<file path="src/rtl/sr_pkg.sv">
// Shared types and limits for the SR flop excitation driver.
// The optional q readback check in sr_driver is enabled by defining SR_DRIVER_CHECK_EN.
package sr_pkg;

    localparam int SR_MAX_CHANNELS = 16;
    localparam int SR_IDX_MAX_W    = $clog2(SR_MAX_CHANNELS);

    typedef enum logic [1:0] {
        IDLE,
        PULSE,
        SETTLE,
        RESP
    } sr_state_t;

    // Drive command: target channel and the level to leave it at.
    typedef struct packed {
        logic [SR_IDX_MAX_W-1:0] index;
        logic                    value;
    } sr_cmd_t;

endpackage

</file>
<file path="src/rtl/sr_pulse_timer.sv">
// Loadable down-counter that times the s/r pulse width of sr_driver.
// done is high while the count sits at 1, i.e. during the last pulse cycle.
module sr_pulse_timer #(
    parameter int PULSE_LEN = 1
) (
    input  logic clock,
    input  logic reset,
    input  logic load,
    output logic done
);

    localparam int CNT_W = $clog2(PULSE_LEN + 1);

    logic [CNT_W-1:0] count;

    // Load the full pulse width, then count down and park at zero.
    always_ff @(posedge clock or negedge reset) begin
        if (!reset) begin
            count <= '0;
        end else if (load) begin
            count <= CNT_W'(PULSE_LEN);
        end else if (count != '0) begin
            count <= count - CNT_W'(1);
        end
    end

    assign done = (count == CNT_W'(1));

endmodule

</file>
<file path="src/rtl/sr_driver.sv">
// Request-driven pulse generator for a bank of SR flip-flops.
// Pulses are suppressed when the shadow copy says the channel already holds
// the requested level. Define SR_DRIVER_CHECK_EN to compare q in the response
// cycle; otherwise q is ignored and only a bad index raises resp_error.
module sr_driver
    import sr_pkg::*;
#(
    parameter int CHANNELS  = 4,
    parameter int PULSE_LEN = 1,
    parameter int IDX_W     = (CHANNELS > 1) ? $clog2(CHANNELS) : 1
) (
    input  logic                clock,
    input  logic                reset,
    input  logic                req_valid,
    output logic                req_ready,
    input  logic [IDX_W-1:0]    req_index,
    input  logic                req_value,
    output logic [CHANNELS-1:0] s,
    output logic [CHANNELS-1:0] r,
    input  logic [CHANNELS-1:0] q,
    output logic                resp_valid,
    output logic                resp_error,
    output logic                resp_skipped
);

    sr_state_t           state, state_d;
    sr_cmd_t             cmd_q;
    logic [IDX_W-1:0]    idx_q;
    logic [CHANNELS-1:0] shadow, shadow_valid;
    logic [CHANNELS-1:0] req_onehot, cmd_onehot;
    logic [CHANNELS-1:0] s_p0, r_p0;
    logic                rv_p0, err_p0, skp_p0;
    logic                rv_p1, err_p1, skp_p1;
    logic                accept, timer_load, timer_done;
    logic                bad_index, already_set, mismatch;
    logic                unused_cmd;

    assign idx_q       = cmd_q.index[IDX_W-1:0];
    assign unused_cmd  = ^cmd_q;
    assign req_onehot  = CHANNELS'(1) << req_index;
    assign cmd_onehot  = CHANNELS'(1) << idx_q;
    assign bad_index   = (32'(req_index) >= CHANNELS);
    assign already_set = shadow_valid[req_index] && (shadow[req_index] == req_value);
    assign req_ready   = (state == IDLE);

`ifdef SR_DRIVER_CHECK_EN
    // Readback happens in RESP, two edges after the last pulse, so q has settled.
    assign mismatch = (state == RESP) && !skp_p1 && (q[idx_q] != cmd_q.value);
`else
    logic unused_q;
    assign unused_q = ^q;
    assign mismatch = 1'b0;
`endif

    assign resp_valid   = rv_p1;
    assign resp_skipped = skp_p1;
    assign resp_error   = err_p1 | mismatch;

    sr_pulse_timer #(
        .PULSE_LEN (PULSE_LEN)
    ) u_timer (
        .clock (clock),
        .reset (reset),
        .load  (timer_load),
        .done  (timer_done)
    );

    // Next state plus next values of the registered pulse and response outputs.
    always_comb begin
        state_d    = state;
        s_p0       = '0;
        r_p0       = '0;
        rv_p0      = 1'b0;
        err_p0     = 1'b0;
        skp_p0     = 1'b0;
        timer_load = 1'b0;
        accept     = 1'b0;
        unique case (state)
            IDLE: begin
                if (req_valid) begin
                    accept = 1'b1;
                    if (bad_index) begin
                        state_d = RESP;
                        rv_p0   = 1'b1;
                        err_p0  = 1'b1;
                        skp_p0  = 1'b1;
                    end else if (already_set) begin
                        state_d = RESP;
                        rv_p0   = 1'b1;
                        skp_p0  = 1'b1;
                    end else begin
                        state_d    = PULSE;
                        timer_load = 1'b1;
                        s_p0       = req_value ? req_onehot : '0;
                        r_p0       = req_value ? '0 : req_onehot;
                    end
                end
            end
            PULSE: begin
                if (timer_done) begin
                    state_d = SETTLE;
                end else begin
                    s_p0 = cmd_q.value ? cmd_onehot : '0;
                    r_p0 = cmd_q.value ? '0 : cmd_onehot;
                end
            end
            SETTLE: begin
                state_d = RESP;
                rv_p0   = 1'b1;
            end
            RESP: begin
                state_d = IDLE;
            end
            default: begin
                state_d = IDLE;
            end
        endcase
    end

    // FSM state register.
    always_ff @(posedge clock or negedge reset) begin
        if (!reset) begin
            state <= IDLE;
        end else begin
            state <= state_d;
        end
    end

    // Registered excitation pulses and response strobes; reset drops s/r at once.
    always_ff @(posedge clock or negedge reset) begin
        if (!reset) begin
            s      <= '0;
            r      <= '0;
            rv_p1  <= 1'b0;
            err_p1 <= 1'b0;
            skp_p1 <= 1'b0;
        end else begin
            s      <= s_p0;
            r      <= r_p0;
            rv_p1  <= rv_p0;
            err_p1 <= err_p0;
            skp_p1 <= skp_p0;
        end
    end

    // Shadow of each flop's level, committed when a pulsed request completes.
    always_ff @(posedge clock or negedge reset) begin
        if (!reset) begin
            shadow       <= '0;
            shadow_valid <= '0;
        end else if ((state == RESP) && !skp_p1) begin
            if (mismatch) begin
                shadow_valid[idx_q] <= 1'b0;
            end else begin
                shadow[idx_q]       <= cmd_q.value;
                shadow_valid[idx_q] <= 1'b1;
            end
        end
    end

    // Latch the accepted command; it is only read while the request is in flight.
    always_ff @(posedge clock) begin
        if (accept) begin
            cmd_q <= '{index: SR_IDX_MAX_W'(req_index), value: req_value};
        end
    end

endmodule

</file>
<file path="config.mk">
export PLATFORM = sky130hd
export DESIGN_NAME = sr_driver
export DESIGN_NICKNAME = d
export VERILOG_FILES = /design/src/rtl/sr_pkg.sv /design/src/rtl/sr_pulse_timer.sv /design/src/rtl/sr_driver.sv
export SDC_FILE = /design/constraint.sdc
export NUM_CORES = 1
export LEC_CHECK = 0
export ABC_CLOCK_PERIOD_IN_PS = 1500
export BUFFER_PORTS_ARGS = -buffer_cell sky130_fd_sc_hd__buf_2
export CAP_MARGIN = 40
export CORE_UTILIZATION = 30
export CTS_CLUSTER_SIZE = 24
export DETAILED_ROUTE_END_ITERATION = 8
export GPL_TIMING_DRIVEN = 0
export PLACE_DENSITY = 0.61
export SYNTH_ARGS = -nofsm -noshare
export SYNTH_HDL_FRONTEND = slang
export SYNTH_SLANG_ARGS = --single-unit
export TNS_END_PERCENT = 50
</file>
<file path="constraint.sdc">
create_clock -name clock -period 1.5 [get_ports clock]
set_clock_uncertainty 0.15 [all_clocks]
set_input_delay 0.3 -clock clock [delete_from_list [all_inputs] [get_ports clock]]
set_output_delay 0.3 -clock clock [all_outputs]
set_load 0.01 [all_outputs]
</file>
==> results <==
- The final routed wirelength across all metal layers is 2.92 mm.
- VDD sags by at most 0.000427 V.
- The count of mapped cells out of synthesis is 100.
- Of the synthesized area, sequential elements account for 0.513.
- Ranked by total cell area, the synthesized netlist is headed by sky130_fd_sc_hd__dfrtp_1 44%, sky130_fd_sc_hd__edfxtp_1 7.5%, sky130_fd_sc_hd__ha_1 4.2%, sky130_fd_sc_hd__mux2_2 3.8%, sky130_fd_sc_hd__nor3b_1 2.5%.
- The worst hold path belongs to the class primary input to flop.
- The final reports fail on setup timing.
- The overall overflow remaining after global route is 0.
- The standard cell core area is 0.00374 sq mm.
- In this run the cell area measured after placement is 0.00139 sq mm.
- The remaining max-slew budget at the tightest pin is 0.608.
- The average routed wire per standard cell is 16.5 microns.
- The later pin in the worst-skew pair is clocked with a latency of 0.26 ns.
- The die covers 0.00426 sq mm.
- The post-synthesis instance area is 0.00120 sq mm.
- The maximum fanout count along the critical path is 4.
- The measured slew at the worst slew-check pin is 0.588 ns.
- The worst setup path is captured at a flop.
- Power spread over the standard cell area amounts to 1730 mW/mm^2.
- The critical path goes through mux4_2 -> xnor2_2 -> a211o_1.
- The clock edge transition at the registers on the reported setup and hold paths is 0.08 ns.
- The count of buffering cells on the critical path with inverters included is 0.
- For this run, the top clock speed supported by timing is 585 MHz.
- The repair_antennas step left the layout with diodes totalling 0.
- The clock tree from TritonCTS is yes.
- Setup violations remaining at the end of the flow were counted as 16.
- The overall die width is 65.2 microns.
- The overall power of the completed layout is 2.81 mW.
- The number of max-cap violations is 0.
- Across every metal layer, demand over resource in global routing totals 0.139.
- The initial core utilization is 0.321.
- Measured along the y axis, the die boundary spans 65.2 microns.
- The via count of the first global-routing pass was 916.
- The number of sinks on the clock net is 24.
- For this run, design rule violations remaining after detail routing come to 0.
- The global placement routability congestion is 0.784.
- During I/O placement, the number of pins put on the boundary was 22.
- Synthesis inferred 24 register bits.
- The root buffer selected by CTS is sky130_fd_sc_hd__clkbuf_8.
- The layout overhead on the synthesized area is 35.5%.
- Dividing the final minimum period by the clock period gives 1.14.
- The post-layout minimum cycle time is 1.71 ns.
- The worst endpoint data arrival time is 1.71 ns.
- The final count of pins violating max slew came to 0.
- The buffer depth of the longest clock path is 2.
- In the final layout, the share of cells above drive strength 1 is 0.434.
- The startpoint type of the worst setup path is a flop.
- The wire length of the first global-routing pass is 4.41 mm.
- The post-DP HPWL is 1.81 mm.
- The detailed router placed 918 vias in this run.
- The count of buffers added on input and output ports is 16.
- Setup repair after global routing could not meet its margin everywhere.
- With fillers left out, the area of the finished cells amounts to 0.00163 sq mm.
- The run finished, with violations left.
- The smallest setup slack after layout is -0.209 ns.
- The count of final hold-check violations was 0.
- In this run the number of H-tree levels came out at 1.
- Buffers inserted during clock tree synthesis total 3.
- The critical-path cell with the highest stage delay is sky130_fd_sc_hd__mux4_2.
- The required time at the endpoint of the critical path is 1.50 ns.
- The pre-antenna-repair detailed-routing pass consisted of 5 iterations.
- The number of nets in the finished design is 144.
- The Yosys step of the flow raised 0 warnings.
- The kind of cell with the highest combined delay along the critical path is multiplexers.
- The start-to-end type of the worst setup path is flop to flop.
- Each instance of the synthesized netlist takes up on average 12.0 sq um.
- Using the TritonRoute via totals, the vias-per-cell ratio works out to 5.19.
- The post-synthesis cell type count is 40.
- The initial antenna violation count is 0.
- The synthesized design spends more area on one cell type than any other, namely sky130_fd_sc_hd__dfrtp_1.
- The leakage dissipation is 0.711 nW.
- The share of synthesized area in the top cell type comes to 0.438.
- The layout has 355 filler cells.
- The site row count is 22.
- The residual antenna-violating net count after detailed routing is 0.
- The peak per-stage delay on the critical path is 0.55 ns.
- Counting every net in the synthesized netlist gives 114.
- Entering global routing, the biggest net connects 22 pins.
- The number of violations reported at the end of detailed-routing iteration 0 is 63.
-- worst paths after layout --
kind,start,end,slack [ns],depth (start not counted)
max,shadow[3],state[1],-0.21,3
min,req_value,cmd_q[0],0.08,1
max reg2reg,shadow[3],state[1],-0.21,3
min reg2reg,shadow_valid[0],shadow_valid[0],0.34,1
max in group asynchronous,reset,r[3],0.52,2
min in group asynchronous,reset,s[2],0.36,2
-- registers in the layout, indices dropped and copies added (netlist names) --
register,flops
r,4
shadow,4
s,4
state,2
resp_valid,1
u_timer.done,1
resp_skipped,1
shadow_valid,4
cmd_q,3
-- metal layers --
layer | part of all wire | vias to the layer above | global-route usage
met1 | 0.43 | 459 | 0.168
met5 | 0 | - | 0
met2 | 0.51 | 35 | 0.236
met3 | 0.043 | 4 | 0.0243
li1 | - | 420 | -
met4 | 0.014 | 0 | 0.0707
-- through the flow --
stage / hold slack, ns / util / worst slack, ns / instances / setup TNS (ns)
2_1_floorplan: -0.146 / - / -0.121 / 100 / -0.414
3_3_place_gp: 0.116 / 0.370 / -0.411 / 164 / -3.93
3_5_place_dp: 0.124 / 0.370 / -0.404 / 164 / -4.24
4_1_cts: 0.0744 / 0.416 / -0.198 / 172 / -1.16
5_1_grt: 0.0769 / 0.434 / -0.268 / 177 / -2.75
6_report: 0.0778 / 0.434 / -0.209 / 177 / -1.63
-- power by group --
part	switching (mW)	internal [mW]	total, mW
Sequential	0.179	0.852	1.03
Clock	0.185	0.189	0.375
Combinational	0.634	0.767	1.40
-- cells in the mapped netlist --
library cell / count
sky130_fd_sc_hd__a2111oi_1: 1
sky130_fd_sc_hd__a2111oi_2: 1
sky130_fd_sc_hd__a211o_1: 3
sky130_fd_sc_hd__a21oi_1: 1
sky130_fd_sc_hd__a31o_1: 2
sky130_fd_sc_hd__a32o_1: 2
sky130_fd_sc_hd__a41o_1: 1
sky130_fd_sc_hd__and2b_1: 1
sky130_fd_sc_hd__buf_4: 1
sky130_fd_sc_hd__buf_6: 1
sky130_fd_sc_hd__clkbuf_1: 4
sky130_fd_sc_hd__conb_1: 1
sky130_fd_sc_hd__dfrtp_1: 21
sky130_fd_sc_hd__edfxtp_1: 3
sky130_fd_sc_hd__ha_1: 4
sky130_fd_sc_hd__inv_1: 4
sky130_fd_sc_hd__mux2_2: 4
sky130_fd_sc_hd__mux2i_1: 1
sky130_fd_sc_hd__mux4_1: 1
sky130_fd_sc_hd__mux4_2: 1
sky130_fd_sc_hd__nand2_1: 5
sky130_fd_sc_hd__nand2b_1: 1
sky130_fd_sc_hd__nand3_1: 3
sky130_fd_sc_hd__nand3b_1: 1
sky130_fd_sc_hd__nand4b_1: 1
sky130_fd_sc_hd__nor2_1: 4
sky130_fd_sc_hd__nor2b_1: 4
sky130_fd_sc_hd__nor3_1: 1
sky130_fd_sc_hd__nor3b_1: 4
sky130_fd_sc_hd__nor4b_1: 1
sky130_fd_sc_hd__nor4bb_1: 2
sky130_fd_sc_hd__o21a_1: 1
sky130_fd_sc_hd__o21ai_0: 3
sky130_fd_sc_hd__o21bai_1: 1
sky130_fd_sc_hd__o31a_1: 1
sky130_fd_sc_hd__o41ai_1: 1
sky130_fd_sc_hd__or2_2: 3
sky130_fd_sc_hd__or2b_1: 3
sky130_fd_sc_hd__xnor2_1: 1
sky130_fd_sc_hd__xor2_1: 1
-- cell type report --
class	count	area [sq um]	area share
Multi-Input combinational cell	66	682	0.420
Inverter	4	15.0	0.00924
Buffer	5	40.0	0.0246
Clock buffer	4	45.0	0.0277
Sequential cell	24	616	0.379
Tap cell	48	60.1	0.0370
Timing Repair Buffer	26	168	0.103
-- placed cells by master, fill, tap and decap left out, types with 4 or more instances in the layout --
| master | instances |
|---|---|
| sky130_fd_sc_hd__dfrtp_1 | 21 |
| sky130_fd_sc_hd__clkbuf_8 | 4 |
| sky130_fd_sc_hd__nand2_1 | 4 |
| sky130_fd_sc_hd__buf_2 | 15 |
| sky130_fd_sc_hd__buf_4 | 9 |
| sky130_fd_sc_hd__nor2_1 | 4 |
| sky130_fd_sc_hd__nor3b_1 | 4 |
-- cell families (layout without fill, tap and decap cells) --
| kind of cell | Yosys count | after routing | synth area share |
|---|---|---|---|
| AO/OA/AOI/OAI | 18 | 18 | 0.126 |
| XOR/XNOR | 2 | 2 | 0.0146 |
| adder cells (fa/ha/maj) | 4 | 4 | 0.0417 |
| buffers and inverters | 10 | 39 | 0.0407 |
| flip-flops | 24 | 24 | 0.513 |
| multiplexers | 7 | 7 | 0.0865 |
| other | 1 | 1 | 0.00313 |
| AND/OR/NAND/NOR | 34 | 34 | 0.174 |
-- timing repair --
action,CTS,global route
hold buffers,1,0
pin swaps,4,4
setup endpoints to repair,19,18
gates resized for setup,20,5
setup buffers,4,5
hold endpoints to repair,21,0
Note: power is estimated with default switching activity, not from simulation.
